[src/rtl/uart_tx_arbiter.sv]
// uart_tx_arbiter: two-requester round-robin front end for a UART transmitter,
// with one-cycle launch, optional inter-frame gap and a completion watchdog.
module uart_tx_arbiter #(
    parameter int GAP_CYC = 0,
    parameter int TMO_CYC = 1000000,
    parameter int CW      = 20
) (
    input  logic       clk,
    input  logic       rst,
    input  logic       valid0,
    input  logic [7:0] data0,
    output logic       rdy0,
    input  logic       valid1,
    input  logic [7:0] data1,
    output logic       rdy1,
    output logic       txstart,
    output logic [7:0] txdin,
    input  logic       txdonetick,
    output logic       busy,
    output logic       owner,
    output logic       done,
    output logic       err
);
    typedef enum logic [1:0] {S_IDLE, S_LAUNCH, S_WAIT, S_GAP} state_e;

    localparam logic [CW-1:0] TMO_LAST = CW'(TMO_CYC - 1);
    localparam logic [CW-1:0] GAP_LAST = CW'(GAP_CYC > 0 ? GAP_CYC - 1 : 0);

    state_e        state_q, state_d;
    logic [CW-1:0] cnt_q, cnt_d;
    logic [7:0]    txdin_q, txdin_d;
    logic          owner_q, owner_d;
    logic          rdy0_q, rdy0_d, rdy1_q, rdy1_d;
    logic          txstart_q, txstart_d, done_q, done_d, err_q, err_d;
    logic          grant, win, tmo, gap_end;

    // On a tie the requester that did not win last time goes next.
    assign grant   = valid0 | valid1;
    assign win     = (valid0 & valid1) ? ~owner_q : valid1;
    assign tmo     = cnt_q == TMO_LAST;
    assign gap_end = cnt_q == GAP_LAST;

    always_ff @(posedge clk or negedge rst) begin
        if (!rst) begin
            state_q   <= S_IDLE;
            cnt_q     <= '0;
            txdin_q   <= '0;
            owner_q   <= 1'b1;
            rdy0_q    <= 1'b0;
            rdy1_q    <= 1'b0;
            txstart_q <= 1'b0;
            done_q    <= 1'b0;
            err_q     <= 1'b0;
        end else begin
            state_q   <= state_d;
            cnt_q     <= cnt_d;
            txdin_q   <= txdin_d;
            owner_q   <= owner_d;
            rdy0_q    <= rdy0_d;
            rdy1_q    <= rdy1_d;
            txstart_q <= txstart_d;
            done_q    <= done_d;
            err_q     <= err_d;
        end
    end

    always_comb begin
        state_d = state_q;
        case (state_q)
            S_IDLE:   if (grant) state_d = S_LAUNCH;
            S_LAUNCH: state_d = S_WAIT;
            S_WAIT:   if (txdonetick) state_d = (GAP_CYC > 0) ? S_GAP : S_IDLE;
                      else if (tmo) state_d = S_IDLE;
            S_GAP:    if (gap_end) state_d = S_IDLE;
            default:  state_d = S_IDLE;
        endcase
    end

    always_comb begin
        txstart_d = state_q == S_IDLE && grant;
        rdy0_d    = txstart_d && !win;
        rdy1_d    = txstart_d && win;
        txdin_d   = txstart_d ? (win ? data1 : data0) : txdin_q;
        owner_d   = txstart_d ? win : owner_q;
        done_d    = state_q == S_WAIT && txdonetick;
        err_d     = state_q == S_WAIT && !txdonetick && tmo;
        // The counter is zero on entry to WAIT and GAP and only runs inside them.
        cnt_d     = ((state_q == S_WAIT && !txdonetick && !tmo) ||
                     (state_q == S_GAP && !gap_end)) ? cnt_q + 1'b1 : '0;
    end

    assign rdy0    = rdy0_q;
    assign rdy1    = rdy1_q;
    assign txstart = txstart_q;
    assign txdin   = txdin_q;
    assign owner   = owner_q;
    assign done    = done_q;
    assign err     = err_q;
    assign busy    = state_q != S_IDLE;
endmodule

[config.mk]
export PLATFORM = sky130hd
export DESIGN_NAME = uart_tx_arbiter
export DESIGN_NICKNAME = d
export VERILOG_FILES = /design/src/rtl/uart_tx_arbiter.sv
export SDC_FILE = /design/constraint.sdc
export NUM_CORES = 1
export LEC_CHECK = 0
export ABC_AREA = 1
export BUFFER_PORTS_ARGS = -buffer_cell sky130_fd_sc_hd__clkbuf_2
export CAP_MARGIN = 20
export CORE_UTILIZATION = 59
export DETAILED_ROUTE_END_ITERATION = 7
export GPL_ROUTABILITY_DRIVEN = 0
export GPL_TIMING_DRIVEN = 1
export HOLD_SLACK_MARGIN = 0.08
export PLACE_DENSITY = 0.88
export SLEW_MARGIN = 20
export SYNTH_ARGS = -nofsm -noshare
export SYNTH_HDL_FRONTEND = slang
export SYNTH_SLANG_ARGS = --single-unit
[constraint.sdc]
create_clock -name clk -period 2.5 [get_ports clk]
set_clock_uncertainty 0.15 [all_clocks]
set_input_delay 0.125 -clock clk [delete_from_list [all_inputs] [get_ports clk]]
set_output_delay 0.125 -clock clk [all_outputs]
set_load 0.02 [all_outputs]
==> key figures, run 1 <==
Finish
  – Proportion of layout cells with a drive suffix above 1: 17.4%
  – Antenna diode instance count: 0
  – Synth-to-Final Area Change: 24.4%
  – Leading cell type in the layout, fill and taps excluded: nand2_1
  – Area used by multi-input combinational logic: 865 µm²
  – Register cell area after layout: 902 µm²
  – Commonest non-fill, non-tap cells in the layout: nand2_1 (91), nor2_1 (53), dfrtp_1 (35), clkbuf_2 (35), inv_1 (28)
  – Fin nets: 343
  – Layout filler cell count: 216

Critical path
  – Critical Path Stages: 8
  – Number of buffers and inverters on the critical path: 3
  – Crit path max fanout: 11
  – Worst Path Required: 2.64 ns
  – R2R Path End: txdin[7]$_DFFE_PN0P_
  – First element of the critical path: state_q[1]$_DFFE_PN0P_
  – Startpoint types: register
  – Crit Path Class: register to register
  – Internal reg-to-reg setup slack: 0.25 ns
  – CP max stage delay: 0.55 ns
  – Master of the slowest instance on the critical path: dlygate4sd3_1
  – FF-to-FF Start: state_q[1]$_DFFE_PN0P_
  – Critical path cell sequence: inv_1, nand2_1, nor2_1, inv_1, nor2_4, nand2_1, nand3_1, dlygate4sd3_1
  – Critical path data arrival time: 2.39 ns
  – Kind of end point of the critical path: register
  – Reg2Reg Depth: 8
  – Kind of cell adding the most delay to the critical path: buffers and inverters

Floorplanning
  – Core Box Area: 3050 µm²
  – Placement Rows: 20
  – Chip width: 58.9 µm
  – Die ar.: 3470 µm²
  – Initial core utilization: 62.6%
  – Die height: 58.9 µm
  – Number of placed I/O pins: 36

Synth
  – Fraction of the mapped netlist area in adder cells: 1.31%
  – Share of the synthesized netlist area taken by xor and xnor gates: 4.58%
  – Combinational family with the most area after synthesis: simple AND/OR/NAND/NOR gates
  – Post-synthesis average cell area: 7.32 µm²
  – Area fraction in compound gates after synthesis: 0.786%
  – Cells taking the most area after synthesis: dfrtp_1 (46%), nand2_1 (18%), nor2_1 (10%), inv_1 (5.5%), nand3_1 (3.9%)
  – Fraction of the yosys area taken by sequential cells: 47.2%
  – Post-synth EDFFs: 0
  – Gate count of the mapped netlist: 261
  – Number of distinct library cells after synthesis: 23
  – Ys async rst share: 100%
  – Prevailing post-synth register cell: dfrtp_1
  – Yosys reg bits: 36
  – Net count after synthesis: 284
  – Mux share of post-synthesis cell area: 0%
  – Largest area contributor in the synthesized netlist: dfrtp_1
  – Top cell type's share of synthesized area: 45.8%
  – Post-Synthesis Cell Area: 1910 µm²
  – Simple-gate portion of the synthesized area: 38.6%
  – Yosys warns: 0

Global route
  – Largest net degree at the start of global routing: 37
  – Number of global-route vias before repair: 1659
  – Total global routing overflow: 0
  – Global-route wire length before repair: 7330 µm
  – Antenna violations before repair: 0
  – GRT Overall Usage: 29.2%

Flow run
  – Number of max-capacitance violations reported: 0

STA
  – Achievable Freq: 0.444 GHz
  – Period utilisation layout: 90.0%
  – Count of endpoints failing hold in the final timing report: 0
  – Sum Neg Setup Slack: 0 ns
  – Final min period: 2.25 ns
  – Rel. slew slack: 43.6%
  – Measured slew at the worst slew-check pin: 0.845 ns
  – Final setup violation count: 0
  – Max-slew violation count: 0
  – RSZ-0062 raised after global routing: no

Clock tree
  – Clock root buffer: clkbuf_4
  – Gates resized, CTS repair: 0
  – Clock buffer depth: 2
  – H-tree lvl count: 2
  – TritonCTS clock tree: built
  – Clock slew at the register clock pins of the worst setup and hold paths: 0.11 ns
  – Clk sink count: 36
  – Number of buffers inserted by post-CTS setup repair: 0
  – Worst-skew pair later-pin latency: 0.34 ns
  – Inserted Clock Buffers: 5

Drt
  – Overall routed net length: 4560 µm
  – Initial detailed-routing violation count: 80
  – Post-route DRC violation count: 0
  – Routed vias/inst: 5.01
  – Drt pass-1 iters: 4
  – Wire length per cell after detailed routing: 12.5 µm
  – Routed Antenna Nets: 0
  – Vias post-DR: 1827

Power
  – Design Power: 1.04 mW
  – Peak VDD IR: 0.372 mV
  – Power per Cell Area: 436 nW/µm²
  – Leak Pwr: 1.23 nW

Place
  – Number of I/O port buffers: 35
  – Final HPWL DP: 2860 µm

Hold path
  – Class of the most critical hold timing path: primary input to asynchronous set/reset pin

Status
  – Outcome: completed
==> state kept, by name, summed over array words and instances, names as in the netlist <==
name	cells
state_q	2
rdy0	1
txstart	1
cnt_q	20
rdy1	1
owner	1
done	1
txdin	8
err	1
==> metal layers <==
metal	GRT usage, %	vias up	wire length (µm)
li1	-	904	-
met1	38.7	850	1930
met2	48.7	62	2310
met3	4.84	11	237
met4	10.2	0	74
met5	0	-	0
==> stage by stage <==
stage,instance area (µm²),hold slack [ns],utilization [%],std cells,worst slack (ns)
after floorplan,1910,-0.321,-,261,0.967
after global placement,2110,0.118,69.2,337,0.755
after detailed placement,2110,0.126,69.2,337,0.643
after CTS,2380,0.296,77.8,365,0.374
after global routing,2380,0.339,77.8,365,0.0983
final,2380,0.264,77.8,365,0.250
==> cells in the mapped netlist, types with 2 or more instances <==
| cell type | number |
|---|---|
| xor2_1 | 7 |
| xnor2_1 | 3 |
| inv_1 | 28 |
| ha_1 | 2 |
| nand4_1 | 2 |
| nor2_1 | 53 |
| buf_6 | 2 |
| nor2_2 | 4 |
| nand2_1 | 91 |
| nor3_1 | 4 |
| nand3_1 | 15 |
| nand2_2 | 4 |
| inv_2 | 2 |
| dfrtp_1 | 35 |
==> worst register-to-register path, stage by stage, from the launching register on <==
cell,delay [ns]
dfrtp_1,0.42
inv_1,0.08
nand2_1,0.07
nor2_1,0.17
inv_1,0.23
nor2_4,0.29
nand2_1,0.13
nand3_1,0.10
dlygate4sd3_1,0.55
==> worst max path at each step <==
stage / endpoint / slack (ns)
after floorplan: state_q[1]$_DFFE_PN0P_ / 0.97
after CTS: txdin[7]$_DFFE_PN0P_ / 0.37
after global placement: state_q[1]$_DFFE_PN0P_ / 0.76
after global routing: txdin[7]$_DFFE_PN0P_ / 0.1
final: txdin[7]$_DFFE_PN0P_ / 0.25
after detailed placement: cnt_q[1]$_DFF_PN0_ / 0.64
==> final cells by class <==
class / count / area share [%]
clock inverter: 1 / 0.316
inverter: 31 / 4.90
multi-input combinational: 191 / 36.4
tap: 44 / 2.32
timing repair buffer: 55 / 15.8
clock buffer: 7 / 2.32
sequential: 36 / 38.0
==> timing repair <==
item / in CTS / in global routing
endpoints found under the setup margin: 0 / 0
hold endpoints to repair: 48 / 0
hold buffers: 20 / 0
==> power by group <==
group | switching (mW) | internal [mW]
Combinational | 0.0505 | 0.0511
Clock | 0.194 | 0.138
Sequential | 0.00776 | 0.595
==> logic make-up (layout without fill, tap and decap cells) <==
logic type / after synthesis / after routing
XOR/XNOR: 10 / 10
flip-flops: 36 / 36
buffers and inverters: 34 / 94
AND/OR/NAND/NOR: 177 / 177
adder cells (fa/ha/maj): 2 / 2
AO/OA/AOI/OAI: 2 / 2
No activity file was read; power rests on OpenSTA's default activity.
==> run 2, diff against run 1 <==
Settings changed: ABC_AREA 1 to not set, CORE_UTILIZATION 59 to 58.
==> run 2 against run 1 <==
The flow now finishes with violations (DRC). Die area is 7.1% lower. Critical path depth is 2 lower. Non-clock buffer count is 4 higher. Wire length is 7.7% higher. Highest routed layer unchanged. Register-to-register slack worse by 0.03 ns. Setup slack worse by 0.029 ns. Hold slack worse by 0.012 ns. Final cell count is 30% lower. Clock-buffer cell count stayed put.
==> key figures, run 2 <==
Flow run
  – Number of max-capacitance violations reported: 0 (unchanged)

Synth
  – Number of distinct library cells after synthesis: 36 (+57%)
  – Post-synth EDFFs: 0 (unchanged)
  – Area fraction in compound gates after synthesis: 15.4% (+15 points)
  – Largest area contributor in the synthesized netlist: dfrtp_1
  – Share of the synthesized netlist area taken by xor and xnor gates: 7.05% (+2.5 points)
  – Combinational family with the most area after synthesis: simple AND/OR/NAND/NOR gates
  – Cells taking the most area after synthesis: dfrtp_1 (50%), xnor2_1 (5.0%), a222oi_1 (4.6%), a21oi_1 (4.3%), inv_1 (3.2%)
  – Prevailing post-synth register cell: dfrtp_1
  – Fraction of the mapped netlist area in adder cells: 1.44% (+0.13 points)
  – Simple-gate portion of the synthesized area: 18.6% (-20 points)
  – Fraction of the yosys area taken by sequential cells: 51.8% (+4.6 points)
  – Yosys reg bits: 36 (unchanged)
  – Top cell type's share of synthesized area: 50.3% (+4.5 points)
  – Ys async rst share: 100% (unchanged)
  – Yosys warns: 0 (unchanged)
  – Gate count of the mapped netlist: 167 (-36%)
  – Post-synthesis average cell area: 10.4 µm² (+42%)
  – Leading cell types by count after synthesis: dfrtp_1 (35), a21oi_1 (15), inv_1 (15)
  – Post-Synthesis Cell Area: 1740 µm² (-8.9%)
  – Net count after synthesis: 190 (-33%)
  – Mux share of post-synthesis cell area: 0% (unchanged)
  – Most frequent cell after synthesis: dfrtp_1

Place
  – Final HPWL DP: 2690 µm (-5.8%)
  – Placed cell areas: 1930 µm² (-8.5%)
  – Post-Place Cells: 226 (-33%)
  – Number of I/O port buffers: 35 (unchanged)

Drt
  – Routed Antenna Nets: 0 (unchanged)
  – Initial detailed-routing violation count: 139 (+74%)
  – Drt pass-1 iters: 8 (+4)
  – Vias post-DR: 1673 (-8.4%)
  – Wire length per cell after detailed routing: 19.2 µm (+54%)
  – Routed vias/inst: 6.56 (+31%)
  – Overall routed net length: 4900 µm (+7.7%)
  – Post-route DRC violation count: 3 (+3)

Critical path
  – Startpoint types: register
  – Worst Path Required: 2.61 ns (-0.03 ns)
  – Critical path data arrival time: 2.38 ns (about the same)
  – Kind of end point of the critical path: register
  – Crit Path Class: register to register
  – Crit path max fanout: 11 (unchanged)

Status
  – Outcome: finished with violations
  – Violations in the final reports: DRC

Finish
  – Commonest non-fill, non-tap cells in the layout: dfrtp_1 (35), clkbuf_2 (35), dlygate4sd3_1 (20)
  – Fin nets: 246 (-28%)
  – Synth-to-Final Area Change: 28.5%
  – Most flops, register: cnt_q
  – Antenna diode instance count: 0 (unchanged)
  – Non-filler cells in the finished layout: 255 (-30%)
  – Total non-filler cell area in the finished layout: 2240 µm² (-5.8%)
  – Proportion of layout cells with a drive suffix above 1: 25.9% (+8.4 points)
  – Flip-flop count of the largest register after layout: 20 (unchanged)
  – Layout filler cell count: 153 (-29%)

Floorplanning
  – Initial core utilization: 62.0% (-0.54 points)
  – Die height: 56.8 µm (-3.6%)
  – Number of placed I/O pins: 36 (unchanged)
  – Core Box Area: 2810 µm² (-8.1%)
  – Placement Rows: 19 (-5.0%)
  – Chip width: 56.8 µm (-3.6%)
  – Die ar.: 3220 µm² (-7.1%)

Clock tree
  – H-tree lvl count: 2 (unchanged)
  – Worst-skew pair later-pin latency: 0.35 ns (about the same)
  – Clk sink count: 36 (unchanged)
  – Clock slew at the register clock pins of the worst setup and hold paths: 0.11 ns (about the same)
  – Clock root buffer: clkbuf_4
  – TritonCTS clock tree: built
  – Clock buffer depth: 2 (unchanged)
  – Inserted Clock Buffers: 5 (unchanged)

STA
  – RSZ-0062 raised after global routing: no
  – Rel. slew slack: 42.1% (-1.6 points)
  – Period utilisation layout: 91.2% (+1.2 points)
  – Max-slew violation count: 0 (unchanged)
  – Measured slew at the worst slew-check pin: 0.869 ns (+0.0233 ns)
  – Sum Neg Setup Slack: 0 ns (unchanged)
  – Count of endpoints failing hold in the final timing report: 0 (unchanged)
  – Achievable Freq: 0.439 GHz (-1.3%)
  – Final setup violation count: 0 (unchanged)
  – Final min period: 2.28 ns (+0.0295 ns)

Global route
  – GRT Overall Usage: 33.9% (+4.7 points)
  – Number of global-route vias before repair: 1610 (-3.0%)
  – Largest net degree at the start of global routing: 37 (unchanged)
  – Global-route wire length before repair: 8040 µm (+9.6%)
  – Total global routing overflow: 0 (unchanged)
  – Antenna violations before repair: 0 (unchanged)

Hold path
  – Class of the most critical hold timing path: primary input to asynchronous set/reset pin

Power
  – Leak Pwr: 1.02 nW (-17%)
  – Design Power: 1.97 mW (+90%)
  – Peak VDD IR: 0.829 mV (+120%)
  – Power per Cell Area: 882 nW/µm² (+100%)
==> run 2: cell types whose count changed after synthesis, sizes merged, moves of 6 or more <==
cell | before | now
a222oi | 0 | 8
clkbuf | 0 | 6
nand3 | 16 | 9
nor4 | 0 | 7
nand2 | 95 | 9
xnor2 | 3 | 10
nor2 | 58 | 2
inv | 30 | 15
a21oi | 0 | 15
==> run 2: path summary, 6_finish.rpt <==
check	start	endpoint	slack, ns	cells after the start
worst max-delay path	state_q[1]$_DFFE_PN0P_	txdin[5]$_DFFE_PN0P_	0.22	6
worst min-delay path	rst	cnt_q[17]$_DFF_PN0_	0.25	2
worst max register to register	state_q[1]$_DFFE_PN0P_	txdin[5]$_DFFE_PN0P_	0.22	6
worst min register to register	cnt_q[0]$_DFF_PN0_	cnt_q[0]$_DFF_PN0_	0.37	1
max in group asynchronous	rst	cnt_q[5]$_DFF_PN0_	1.39	2
min in group clk	cnt_q[0]$_DFF_PN0_	cnt_q[0]$_DFF_PN0_	0.37	1
==> run 2: final cells by class <==
class	count	area (µm²)	area share (%)
Sequential cell	36	902	40.3
Inverter	15	56.3	2.52
Tap cell	31	38.8	1.73
Clock inverter	1	30.0	1.34
Multi-Input combinational cell	106	739	33.1
Timing Repair Buffer	59	405	18.1
Clock buffer	7	65.1	2.91
==> run 2: cell families after synthesis <==
kind of cell               Yosys count
xor gates and xnor gates            14
AOI/OAI and AO/OA                   37
adders and majority gates            2
DFF                                 36
and+or+nand+nor                     53
buffers and inverters               25
==> run 2: power breakdown <==
group	internal (mW)	switching, mW	leakage [nW]
clock network	0.265	0.195	0.0515
registers	0.702	0.0790	0.480
logic	0.316	0.414	0.488
total	1.28	0.688	1.02
==> run 2: stage by stage <==
step                hold WS [ns]  worst slack, ns  util, %
floorplan                 -0.321            0.493        -
global placement           0.105            0.457     69.0
detailed placement         0.130            0.383     69.0
CTS                        0.280           0.0678     79.5
global route               0.332            0.112     79.8
finish                     0.252            0.221     79.8
==> run 2: metal layers <==
metal	track usage, %	routed length, µm	up-vias
met1	40.8	1720	815
met2	55.8	2500	113
met5	0	0	-
li1	-	-	725
met3	8.76	463	20
met4	17.8	213	0
==> run 2: critical path: stages (launching register included) <==
cell and delay (ns):
dfrtp_1 0.43, nor2_1 0.25, o21ai_1 0.12, buf_4 0.20, a222oi_1 0.37, dlygate4sd3_1 0.62
inv_1 0.04
==> run 2: what timing repair did <==
action                     4_1_cts  5_1_grt
gates resized for setup          0        0
setup buffers                    0        0
setup endpoints to repair        0        0
hold buffers                    20        0
hold endpoints to repair        47        0
